--- src/rtl/calc_seq.sv ---
// calc_seq: buffers matrix-job descriptors, launches each on mem_ctrl with a one-cycle calc_init,
// tracks mem_ctrl back to IDLE and returns a tagged status. Define CALC_SEQ_TIMEOUT_EN for the per-phase watchdog.
module calc_seq #(
  parameter int unsigned FIFO_DEPTH     = 4,
  parameter int unsigned TAG_W          = 4,
  parameter int unsigned TIMEOUT_CYCLES = 65535
) (
  input  logic             clk,
  input  logic             rst_n,
  input  logic             cmd_valid,
  output logic             cmd_ready,
  input  logic [2:0]       cmd_mode,
  input  logic [31:0]      cmd_base_sp,
  input  logic [31:0]      cmd_base_hash,
  input  logic [31:0]      cmd_base_b,
  input  logic [10:0]      cmd_matrix_size,
  input  logic [TAG_W-1:0] cmd_tag,
  output logic             calc_init,
  output logic [2:0]       mem_mode,
  output logic [31:0]      BASE_ADDR_SP,
  output logic [31:0]      BASE_ADDR_HASH,
  output logic [31:0]      BASE_ADDR_B,
  output logic [10:0]      MATRIX_SIZE,
  input  logic [3:0]       ctrl_state,
  output logic             done_valid,
  input  logic             done_ready,
  output logic [TAG_W-1:0] done_tag,
  output logic [1:0]       done_status,
  output logic             busy,
  output logic [15:0]      jobs_done
);

  localparam int unsigned PTR_W   = $clog2(FIFO_DEPTH);
  localparam int unsigned CNT_W   = PTR_W + 1;
  localparam int unsigned ENTRY_W = 3 + 3 * 32 + 11 + TAG_W;

  typedef enum logic [2:0] {
    S_IDLE,
    S_LAUNCH,
    S_WAIT_START,
    S_WAIT_DONE,
    S_REPORT
  } state_t;

  state_t             r_state;
  logic [ENTRY_W-1:0] r_mem [FIFO_DEPTH];
  logic [PTR_W-1:0]   r_wr_ptr;
  logic [PTR_W-1:0]   r_rd_ptr;
  logic [CNT_W-1:0]   r_count;

  logic               r_calc_init;
  logic [2:0]         r_mem_mode;
  logic [31:0]        r_base_sp;
  logic [31:0]        r_base_hash;
  logic [31:0]        r_base_b;
  logic [10:0]        r_matrix_size;
  logic               r_done_valid;
  logic [TAG_W-1:0]   r_done_tag;
  logic [1:0]         r_done_status;
  logic [15:0]        r_jobs_done;

  logic               w_full;
  logic               w_push;
  logic               w_pop;
  logic               w_legal;
  logic [2:0]         w_h_mode;
  logic [31:0]        w_h_sp;
  logic [31:0]        w_h_hash;
  logic [31:0]        w_h_b;
  logic [10:0]        w_h_size;
  logic [TAG_W-1:0]   w_h_tag;

`ifdef CALC_SEQ_TIMEOUT_EN
  logic [31:0]        r_wdog;
  logic               w_wdog_hit;
  assign w_wdog_hit = (r_wdog == (32'(TIMEOUT_CYCLES) - 32'd1));
`else
  logic               w_unused_timeout;
  assign w_unused_timeout = ^(32'(TIMEOUT_CYCLES));
`endif

  assign w_full  = (r_count == CNT_W'(FIFO_DEPTH));
  assign w_push  = cmd_valid && !w_full;
  assign w_pop   = (r_state == S_IDLE) && (r_count != '0) && !r_done_valid;
  assign {w_h_mode, w_h_sp, w_h_hash, w_h_b, w_h_size, w_h_tag} = r_mem[r_rd_ptr];
  assign w_legal = ((w_h_mode == 3'd1) || (w_h_mode == 3'd2)) && (w_h_size != 11'd0);

  // Command storage; contents need no reset since pointers/count gate every read.
  always_ff @(posedge clk) begin
    if (w_push) begin
      r_mem[r_wr_ptr] <= {cmd_mode, cmd_base_sp, cmd_base_hash, cmd_base_b, cmd_matrix_size, cmd_tag};
    end
  end

  always_ff @(posedge clk or negedge rst_n) begin
    if (!rst_n) begin
      r_wr_ptr <= '0;
      r_rd_ptr <= '0;
      r_count  <= '0;
    end else begin
      if (w_push) r_wr_ptr <= r_wr_ptr + PTR_W'(1);
      if (w_pop)  r_rd_ptr <= r_rd_ptr + PTR_W'(1);
      case ({w_push, w_pop})
        2'b10:   r_count <= r_count + CNT_W'(1);
        2'b01:   r_count <= r_count - CNT_W'(1);
        default: r_count <= r_count;
      endcase
    end
  end

  // Job FSM; job fields change only on a legal pop so they stay stable for mem_ctrl's whole job.
  always_ff @(posedge clk or negedge rst_n) begin
    if (!rst_n) begin
      r_state       <= S_IDLE;
      r_calc_init   <= 1'b0;
      r_mem_mode    <= '0;
      r_base_sp     <= '0;
      r_base_hash   <= '0;
      r_base_b      <= '0;
      r_matrix_size <= '0;
      r_done_valid  <= 1'b0;
      r_done_tag    <= '0;
      r_done_status <= '0;
      r_jobs_done   <= '0;
`ifdef CALC_SEQ_TIMEOUT_EN
      r_wdog        <= '0;
`endif
    end else begin
      r_calc_init <= 1'b0;
      case (r_state)
        S_IDLE: begin
          if (w_pop) begin
            r_done_tag <= w_h_tag;
            if (w_legal) begin
              r_mem_mode    <= w_h_mode;
              r_base_sp     <= w_h_sp;
              r_base_hash   <= w_h_hash;
              r_base_b      <= w_h_b;
              r_matrix_size <= w_h_size;
              r_calc_init   <= 1'b1;
              r_state       <= S_LAUNCH;
            end else begin
              r_done_status <= 2'd1;
              r_done_valid  <= 1'b1;
              r_state       <= S_REPORT;
            end
          end
        end
        S_LAUNCH: begin
          r_state <= S_WAIT_START;
`ifdef CALC_SEQ_TIMEOUT_EN
          r_wdog  <= '0;
`endif
        end
        S_WAIT_START: begin
          if (ctrl_state != 4'd0) begin
            r_state <= S_WAIT_DONE;
`ifdef CALC_SEQ_TIMEOUT_EN
            r_wdog  <= '0;
          end else if (w_wdog_hit) begin
            r_done_status <= 2'd2;
            r_done_valid  <= 1'b1;
            r_state       <= S_REPORT;
          end else begin
            r_wdog <= r_wdog + 32'd1;
`endif
          end
        end
        S_WAIT_DONE: begin
          if (ctrl_state == 4'd0) begin
            r_done_status <= 2'd0;
            r_done_valid  <= 1'b1;
            r_jobs_done   <= r_jobs_done + 16'd1;
            r_state       <= S_REPORT;
`ifdef CALC_SEQ_TIMEOUT_EN
          end else if (w_wdog_hit) begin
            r_done_status <= 2'd2;
            r_done_valid  <= 1'b1;
            r_state       <= S_REPORT;
          end else begin
            r_wdog <= r_wdog + 32'd1;
`endif
          end
        end
        S_REPORT: begin
          if (done_ready) begin
            r_done_valid <= 1'b0;
            r_state      <= S_IDLE;
          end
        end
        default: r_state <= S_IDLE;
      endcase
    end
  end

  assign cmd_ready      = !w_full;
  assign busy           = (r_state != S_IDLE) || (r_count != '0);
  assign calc_init      = r_calc_init;
  assign mem_mode       = r_mem_mode;
  assign BASE_ADDR_SP   = r_base_sp;
  assign BASE_ADDR_HASH = r_base_hash;
  assign BASE_ADDR_B    = r_base_b;
  assign MATRIX_SIZE    = r_matrix_size;
  assign done_valid     = r_done_valid;
  assign done_tag       = r_done_tag;
  assign done_status    = r_done_status;
  assign jobs_done      = r_jobs_done;

endmodule
--- config.mk ---
export PLATFORM = sky130hd
export DESIGN_NAME = calc_seq
export DESIGN_NICKNAME = d
export VERILOG_FILES = /design/src/rtl/calc_seq.sv
export SDC_FILE = /design/constraint.sdc
export NUM_CORES = 1
export LEC_CHECK = 0
export CORE_AREA = 2 2 161 321
export DETAILED_ROUTE_END_ITERATION = 8
export DIE_AREA = 0 0 163 323
export PLACE_DENSITY = 0.8
export SYNTH_ARGS = -nofsm -noshare
export SYNTH_HDL_FRONTEND = slang
export SYNTH_SLANG_ARGS = --single-unit
export TNS_END_PERCENT = 10
--- constraint.sdc ---
create_clock -name clk -period 3.75 [get_ports clk]
set_clock_uncertainty 0.1 [all_clocks]
set_input_delay 0.75 -clock clk [delete_from_list [all_inputs] [get_ports clk]]
set_output_delay 0.75 -clock clk [all_outputs]
set_load 0.005 [all_outputs]
# Word-level counts from Yosys, hierarchy flattened
# Memories as Yosys holds them, arrays and structs flattened.
# Index checks and enable logic that the tools add are counted.
# word_totals
ram_bits,456
memories,1
regBits,144
# mem_list
memory,depth,width,read_ports,rd_ports_with_merged_regs,wr,line,source
r_mem,4,114,1,0,1,46,logic [ENTRY_W-1:0] r_mem [FIFO_DEPTH];
# op_classes
n_mux,21
eq_ne,14
n_addsub,5
n_reduce_logical,23
# op_table
op,n
16-bit by 1-bit adder with 16-bit output (second input constant),1
3-bit 2-to-1 mux,5
3-bit case mux with 5 select lines,1
11-bit nonzero test,1
2-bit inequality test (second input constant),5
3-bit by 2-bit == test with 1-bit output (second input constant),3
1-bit 2-to-1 mux,9
3-bit nonzero test,3
4-bit AND reduction,2
3-bit by 1-bit == test with 1-bit output (second input constant),2
3-bit == test (second input constant),2
2-bit 2-to-1 mux,3
3-bit case mux with 2 select lines,1
5-bit AND reduction,1
2-bit by 1-bit adder with 2-bit output (second input constant),2
1-bit logical AND,4
4-bit zero test,1
2-bit case mux with 2 select lines,1
2-bit AND reduction,2
2-bit nonzero test,2
4-bit nonzero test,1
3-bit by 1-bit adder with 3-bit output (second input constant),1
3-bit zero test,1
1-bit case mux with 3 select lines,1
other kinds (6),8

# Longest topological paths before layout
# Gate-level depths: netlist (run 1).
# An unclocked memory read counts as a cell.
# depth
ltp_word,7
mapped_depth,10
depth_no_buf,10

# Worst setup path after synthesis (run 1)
# Ideal clock, no wire load.
# synth_timing
path_kind,input to register
startpoint,input port cmd_valid
endpoint,memory r_mem[0][0] in the netlist's numbering (enable)
arrival_time_ps,3417
required_ps,3163
path_slack_ps,-254
path_buffers,0
path_stages,1
path_cell_list,and3_1
# synth_via
elab_chain_len,3
# synth_rtl
item,line,source
"start, declared",10,"input logic cmd_valid,"
1-bit logical AND,83,assign w_push = cmd_valid && !w_full;
1-bit 2-to-1 mux,90,if (w_push) begin
1-bit 2-to-1 mux (not written as such),91,"r_mem[r_wr_ptr] <= {cmd_mode, cmd_base_sp, cmd_base_hash, cmd_base_b, cmd_matrix_size, cmd_tag};"
"end, declared",46,
# Every way passes these cells.

# Worst setup path in the final report (run 1)
# layout_timing
startpoint,register r_rd_ptr[0]
endpoint,"register r_base_sp[25], in the netlist BASE_ADDR_SP[25]"
# layout_via
elab_chain_len,5
# layout_rtl
item,line,source
"start, declared",48,logic [PTR_W-1:0] r_rd_ptr;
"start signal, assigned",102,if (w_pop) r_rd_ptr <= r_rd_ptr + PTR_W'(1);
memory read 4 x 114 bit *,n/a,
3-bit by 1-bit == test with 1-bit output or 3-bit by 2-bit == test with 1-bit output (tied branches),86,assign w_legal = ((w_h_mode == 3'd1) || (w_h_mode == 3'd2)) && (w_h_size != 11'd0);
1-bit logical OR,86,
1-bit logical AND,86,
3-bit AND reduction (no source line),n/a,
"end signal, assigned",136,r_base_sp <= w_h_sp;
"end, declared",53,logic [31:0] r_base_sp;
# Mark *: on every way between the ends. The rest lies on a longest branch, timed or not.
# A chain may end at the register's enable or synchronous reset.

==> results of run 1 <==
## stage by stage
step	power, mW	setup slack (ns)	instance area (um^2)
6_report	15.2	0.454	27500
2_1_floorplan	9.38	-0.254	22400
3_5_place_dp	10.1	0.401	25800
4_1_cts	15.4	0.397	27500
5_1_grt	15.8	0.363	27500
3_3_place_gp	9.97	0.520	25800
## where the power goes
part,internal (mW),switching [mW],total (mW)
clock,2.98,2.29,5.27
sequential,8.26,0.222,8.48
combinational,0.546,0.907,1.45
total,11.8,3.42,15.2
## flip-flops by register name, indices dropped and copies added (netlist names), 2 cells and up
signal          cells
BASE_ADDR_B        32
BASE_ADDR_HASH     32
BASE_ADDR_SP       32
MATRIX_SIZE        11
done_tag            4
jobs_done          16
mem_mode            3
r_count             3
r_mem             456
r_rd_ptr            2
r_state             3
r_wr_ptr            2
## synthesized netlist by cell type
| cell type | number |
|---|---|
| inv_2 | 1 |
| or3_1 | 3 |
| buf_1 | 1 |
| and4b_1 | 1 |
| and3_1 | 6 |
| nand3_2 | 1 |
| a21oi_1 | 1 |
| mux2_2 | 33 |
| buf_6 | 2 |
| nand4_1 | 3 |
| inv_1 | 13 |
| buf_8 | 1 |
| clkbuf_1 | 21 |
| dfrtp_1 | 143 |
| nor3_1 | 7 |
| buf_2 | 3 |
| buf_12 | 8 |
| nor2_1 | 7 |
| nor4_1 | 4 |
| conb_1 | 1 |
| nand3_1 | 7 |
| and2_1 | 2 |
| a31oi_1 | 1 |
| mux2_4 | 76 |
| nand2_1 | 21 |
| o21ai_0 | 3 |
| mux4_2 | 114 |
| a21o_1 | 1 |
| nand3b_1 | 1 |
| buf_4 | 5 |
| xor2_1 | 9 |
| mux2i_1 | 2 |
| fa_1 | 1 |
| nand2b_1 | 1 |
| ha_1 | 6 |
| xnor2_1 | 13 |
| edfxtp_1 | 456 |
## cell families after synthesis
kind of cell / after synthesis
AOI/OAI and AO/OA: 6
adders and majority gates: 7
buffers and inverters: 55
xor gates and xnor gates: 22
other: 1
muxes: 225
DFF: 599
and+or+nand+nor: 64
## routing by layer
layer  up-vias  part of all wire [%]
li1       4513                     -
met1      5341                    39
met2       396                    48
met3        90                   9.7
met4        18                   2.5
met5         -                  0.27
## path summary, 6_finish.rpt
path	cells past startpoint	startpoint	to
setup reg to reg	6	r_rd_ptr[0]$_DFFE_PN0N_	BASE_ADDR_SP[25]$_DFFE_PN0P_
hold / removal	1	rst_n	BASE_ADDR_HASH[28]$_DFFE_PN0P_
min in group clk	1	jobs_done[15]$_DFFE_PN0P_	jobs_done[15]$_DFFE_PN0P_
max in group asynchronous	2	rst_n	BASE_ADDR_B[2]$_DFFE_PN0P_
hold reg to reg	1	jobs_done[15]$_DFFE_PN0P_	jobs_done[15]$_DFFE_PN0P_
setup / recovery	6	r_rd_ptr[0]$_DFFE_PN0N_	BASE_ADDR_SP[25]$_DFFE_PN0P_
## layout make-up
type	count	area [um^2]
Antenna cell	3	7.51
Clock inverter	31	324
Sequential cell	599	17300
Multi-Input combinational cell	325	4770
Clock buffer	62	1350
Timing Repair Buffer	280	2890
Fill cell	3789	23000
Inverter	14	52.6
Tap cell	654	818
## worst max-delay path: cells and delay by family, from the launching register on
family	cells	cell delay, ns
flip-flops	1	0.63
buffers and inverters	1	0.35
AND/OR/NAND/NOR	3	1.15
multiplexers	2	0.92
==> run_results.csv, run 1 <==
group,metric,value,unit
cts,post-cts-setup-buffer-count,0,
drt,drt_iter0_drc,896,
synth,yosys-mux-area-fraction,18.3,%
placement,io_buffers,256,
drt,drc,0,
worst_setup_path,cp.required,4.09,ns
drt,drt.antenna.violating_nets,0,
timing,whs,0.136,ns
global_route,grt_usage,17.1,%
cts,cts.sinks,599,
synth,synth.area.top_cells,"edfxtp_1 (61%), dfrtp_1 (16%), mux4_2 (11%)",
synth,syn_nets,1108,
final_layout,post-route-util,54.4,%
synth,post_synth_and_or_nand_nor_area_fraction,1.44,%
placement,dpl.hpwl,28100,um
synth,synth-xor-area-share,0.860,%
placement,gp_congestion,0.765,
final_layout,fin_cells,1968,
floorplan,row_count,117,
cts,cts.htree.levels,2,
floorplan,die_h,323,um
worst_setup_path,crit_chain,"mux4_2, nor4_1, nand3_1, nand3_4, buf_4, mux2_4",
floorplan,die_w,163,um
worst_setup_path,worst-path-max-fanout,18,
power_and_ir_drop,power.leakage,9.95,nW
worst_setup_path,critical_path.slowest_cell,"dfrtp_4",
drt,num_vias,10358,
cts,ctsHoldBuffers,0,
worst_setup_path,r2r_setup_slack,0.45,ns
cts,cts_buffer_depth,3,
floorplan,start_util,44.4,%
global_route,grt_pass1_wl,67700,um
synth,synth_top_area_cell,"edfxtp_1",
timing,slew_headroom,31.1,%
timing,fin_crit,3.30,ns
synth,ys_seq_area_share,77.1,%
cts,clk_transition_reported_paths,0.07,ns
synth,synth_adder_area_share,0.424,%
final_layout,area_growth,22.7,%
timing,rsz0062_at_grt,"no",
global_route,grt_busiest_layer,"met2",
synth,synth_compound_area_share,0.151,%
timing,min_period_over_period,87.9,%
power_and_ir_drop,irDropWorstVdd,0.500,mV
worst_setup_path,crit_path_max_incr_delay,0.63,ns
global_route,grt_max_degree,77,
drt,avgViaCountPerCell,5.26,
worst_setup_path,critPathArrivalTime,3.64,ns
power_and_ir_drop,p_per_area,553,mW/mm^2
cts,clk_latency,0.57,ns
drt,wl,44400,um
synth,syn_area_per_cell,22.9,um^2
worst_setup_path,crit_type,"flop to flop",
final_layout,layout.nets,1399,
floorplan,io-pin-count,258,
global_route,grt_pass1_vias,11456,
drt,wl_per_cell,22.6,um
timing,finalSetupTns,0,ns
cts,cts_tree,"yes",
synth,ys_ff_latch,599,
global_route,grtUsageMet1,21.8,%
timing,drv_slew,0,
status,outcome,"finished clean",
synth,syn_area,0.0224,mm^2
floorplan,die_area,0.0526,mm^2
job,drv_cap,0,
final_layout,layout-drive-gt1-share,25.6,%
timing,setup_viol,0,
global_route,antenna_found_initial,11,
timing,hold_violations,0,
final_layout,final_common_cell,"edfxtp_1",
global_route,grt-ovfl-total,0,
worst_setup_path,start_kind,"flop",
synth,synth_top_area_share,61.1,%
final_layout,layout_common_cells,"edfxtp_1 (456), clkdlybuf4s50_1 (255), dfrtp_1 (141)",
timing,max_clock_freq,0.303,GHz
global_route,globalRouteMet2Util,27.9,%
synth,synth_cell_types,37,
worst_hold_path,hp-class,"input pin to async pin",
drt,drt-pass1-iter-count,5,
floorplan,core_area,0.0505,mm^2
timing,worstMarginPinSlew,1.03,ns
global_route,met3_usage,5.91,%
worst_setup_path,cp-end-kind,"flop",
cts,cts_resized,0,
synth,synth_top_family_by_area,"multiplexers",
synth,synthCells,979,
cts,numCtsBuffers,50,
placement,place_inst,1872,
cts,cts-root-buf,"clkbuf_16",
synth,synth-warning-count,0,
Power figures use the tool's default switching activity.
==> run 2: changes to the inputs <==
--- a/config.mk
+++ b/config.mk
@@ -9,6 +9,7 @@
 export DETAILED_ROUTE_END_ITERATION = 8
 export DIE_AREA = 0 0 163 323
 export PLACE_DENSITY = 0.8
+export RECOVER_POWER = 100
 export SYNTH_ARGS = -nofsm -noshare
 export SYNTH_HDL_FRONTEND = slang
 export SYNTH_SLANG_ARGS = --single-unit
==> run 2 against run 1 <==
Net effect: the run now ends with capacitance limit, slew limit left; final cell count grew 0.41%; die area is the same; worst setup slack lost 0.061 ns; critical path depth shrank 3.
==> run_results.csv, run 2 (synthesis results as in run 1) <==
group,metric,value,unit
drt,drt.antenna.violating_nets,0,
power_and_ir_drop,p_per_area,557,mW/mm^2
drt,avgViaCountPerCell,5.26,
placement,dpl.hpwl,28100,um
final_layout,layout.nets,1399,
worst_setup_path,path_buf_inv,2,
floorplan,row_count,117,
floorplan,die_h,323,um
cts,ctsHoldBuffers,0,
timing,hold_violations,0,
drt,routed-wl-met3,4200,um
cts,clk_transition_reported_paths,0.07,ns
worst_setup_path,crit_chain,"clkdlybuf4s50_1, and3_1, clkbuf_4",
worst_setup_path,critPathArrivalTime,3.46,ns
cts,cts_resized,0,
global_route,grt_pass1_wl,67700,um
final_layout,top_register,"r_mem",
drt,drt_iter0_drc,845,
placement,pre_cts_slack,0.401,ns
drt,drt-pass1-iter-count,5,
status,outcome,"finished with violations",
worst_setup_path,cp.required,3.85,ns
global_route,antenna_found_initial,30,
floorplan,die_area,0.0526,mm^2
worst_setup_path,worst-path-max-fanout,46,
drt,num_vias,10395,
cts,cts-root-buf,"clkbuf_16",
global_route,grt_pass1_vias,11456,
final_layout,seqCellArea,0.0173,mm^2
worst_setup_path,cp-end-kind,"flop",
worst_setup_path,critical_path.slowest_cell,"and3_1",
worst_setup_path,path_delay_family,"buffers and inverters",
final_layout,fill_cells,3878,
status,failed_checks,"capacitance limit, slew limit",
cts,cts.sinks,599,
drt,wl_met1,17400,um
power_and_ir_drop,power.leakage,10.2,nW
cts,cts_tree,"yes",
floorplan,die_w,163,um
final_layout,largest_reg_flops,456,
worst_hold_path,hp-class,"flop to flop",
drt,top_layer,"met5",
timing,drv_slew,215,
timing,worstMarginPinSlew,2.06,ns
job,drv_cap,5,
worst_setup_path,crit_path_max_incr_delay,1.23,ns
power_and_ir_drop,irDropWorstVdd,0.499,mV
cts,clk_latency,0.57,ns
cts,cts_buffer_depth,3,
drt,drc,0,
global_route,grt_usage,17.1,%
timing,rsz0062_at_grt,"no",
global_route,grt-ovfl-total,0,
placement,placed_cell_area,0.0258,mm^2
drt,wl_met2,21600,um
worst_setup_path,crit_type,"input pin to flop",
timing,fin_crit,3.36,ns
final_layout,layout_common_cells,"edfxtp_1 (456), dlygate4sd3_1 (250), dfrtp_1 (141)",
cts,numCtsBuffers,50,
placement,io_buffers,256,
timing,setup_viol,0,
final_layout,layout-drive-gt1-share,19.4,%
final_layout,multi_input_area,0.00448,mm^2
power_and_ir_drop,p_total,15.1,mW
final_layout,fin_area,0.0271,mm^2
timing,slew_headroom,-37.6,%
cts,post-cts-setup-buffer-count,0,
placement,gp_congestion,0.765,
worst_setup_path,start_kind,"input pin",
floorplan,core_area,0.0505,mm^2
floorplan,io-pin-count,258,
timing,max_clock_freq,0.298,GHz
cts,cts.htree.levels,2,
timing,finalWorstSetupSlack,0.393,ns
global_route,grt_max_degree,77,
drt,wl,44500,um
final_layout,area_growth,21.0,%
floorplan,start_util,44.4,%
timing,min_period_over_period,89.5,%
drt,wl_per_cell,22.5,um
final_layout,final_common_cell,"edfxtp_1",
## run 2: cell count changes in the layout (fill, tap and decap cells not counted), moves of 6 or more
cell,change
mux2_1,+72
clkdlybuf4s50_1,-250
diode_2,+8
buf_4,-7
clkbuf_2,+6
dlygate4sd3_1,+250
mux2_4,-72
buf_12,-6
## run 2: path summary, 6_finish.rpt
kind | from | to | slack, ns | depth (start not counted)
min | jobs_done[15]$_DFFE_PN0P_ | jobs_done[15]$_DFFE_PN0P_ | 0.38 | 1
min reg2reg | jobs_done[15]$_DFFE_PN0P_ | jobs_done[15]$_DFFE_PN0P_ | 0.38 | 1
min in group asynchronous | rst_n | BASE_ADDR_HASH[28]$_DFFE_PN0P_ | 0.68 | 1
max in group asynchronous | rst_n | BASE_ADDR_B[9]$_DFFE_PN0P_ | 0.77 | 2
max reg2reg | r_rd_ptr[0]$_DFFE_PN0N_ | BASE_ADDR_SP[23]$_DFFE_PN0P_ | 0.41 | 6
max | cmd_valid | r_mem[1][27]$_DFFE_PP_ | 0.39 | 3
## run 2: layout make-up
class,instances,share of cell area (%)
repair buffers,280,10.3
clock inverters,31,1.20
flip-flops and latches,599,63.7
diodes,11,0.102
clock buffers,62,4.97
well taps,654,3.02
multi-input cells,325,16.5
inverters,14,0.194
## run 2: power breakdown
part / total [mW] / internal (mW) / leakage [nW] / switching, mW
sequential: 8.51 / 8.29 / 6.14 / 0.223
clock: 5.26 / 2.98 / 0.815 / 2.28
combinational: 1.33 / 0.442 / 3.24 / 0.892
total: 15.1 / 11.7 / 10.2 / 3.40
## run 2: per-stage QoR
step           utilization [%]  TNS, ns  hold WS [ns]  cells
5_1_grt                   53.7        0         0.396   1969
2_1_floorplan                -   -86.96         0.354    979
3_3_place_gp              51.1        0         0.361   1872
3_5_place_dp              51.1        0         0.371   1872
6_report                  53.7        0         0.378   1976
4_1_cts                   54.4        0         0.147   1965
## run 2: layer usage
layer,track usage (%),up-vias
li1,-,4520
met1,21.8,5327
met2,27.9,408
met5,0,-
met3,5.91,106
met4,5.00,34
## run 2: worst reg2reg max path: cells and delay by family, from the launching register on
family / cells / cell delay, ns
flops: 1 / 0.64
buf+inv: 1 / 0.42
mux: 2 / 0.98
simple gates: 3 / 1.09
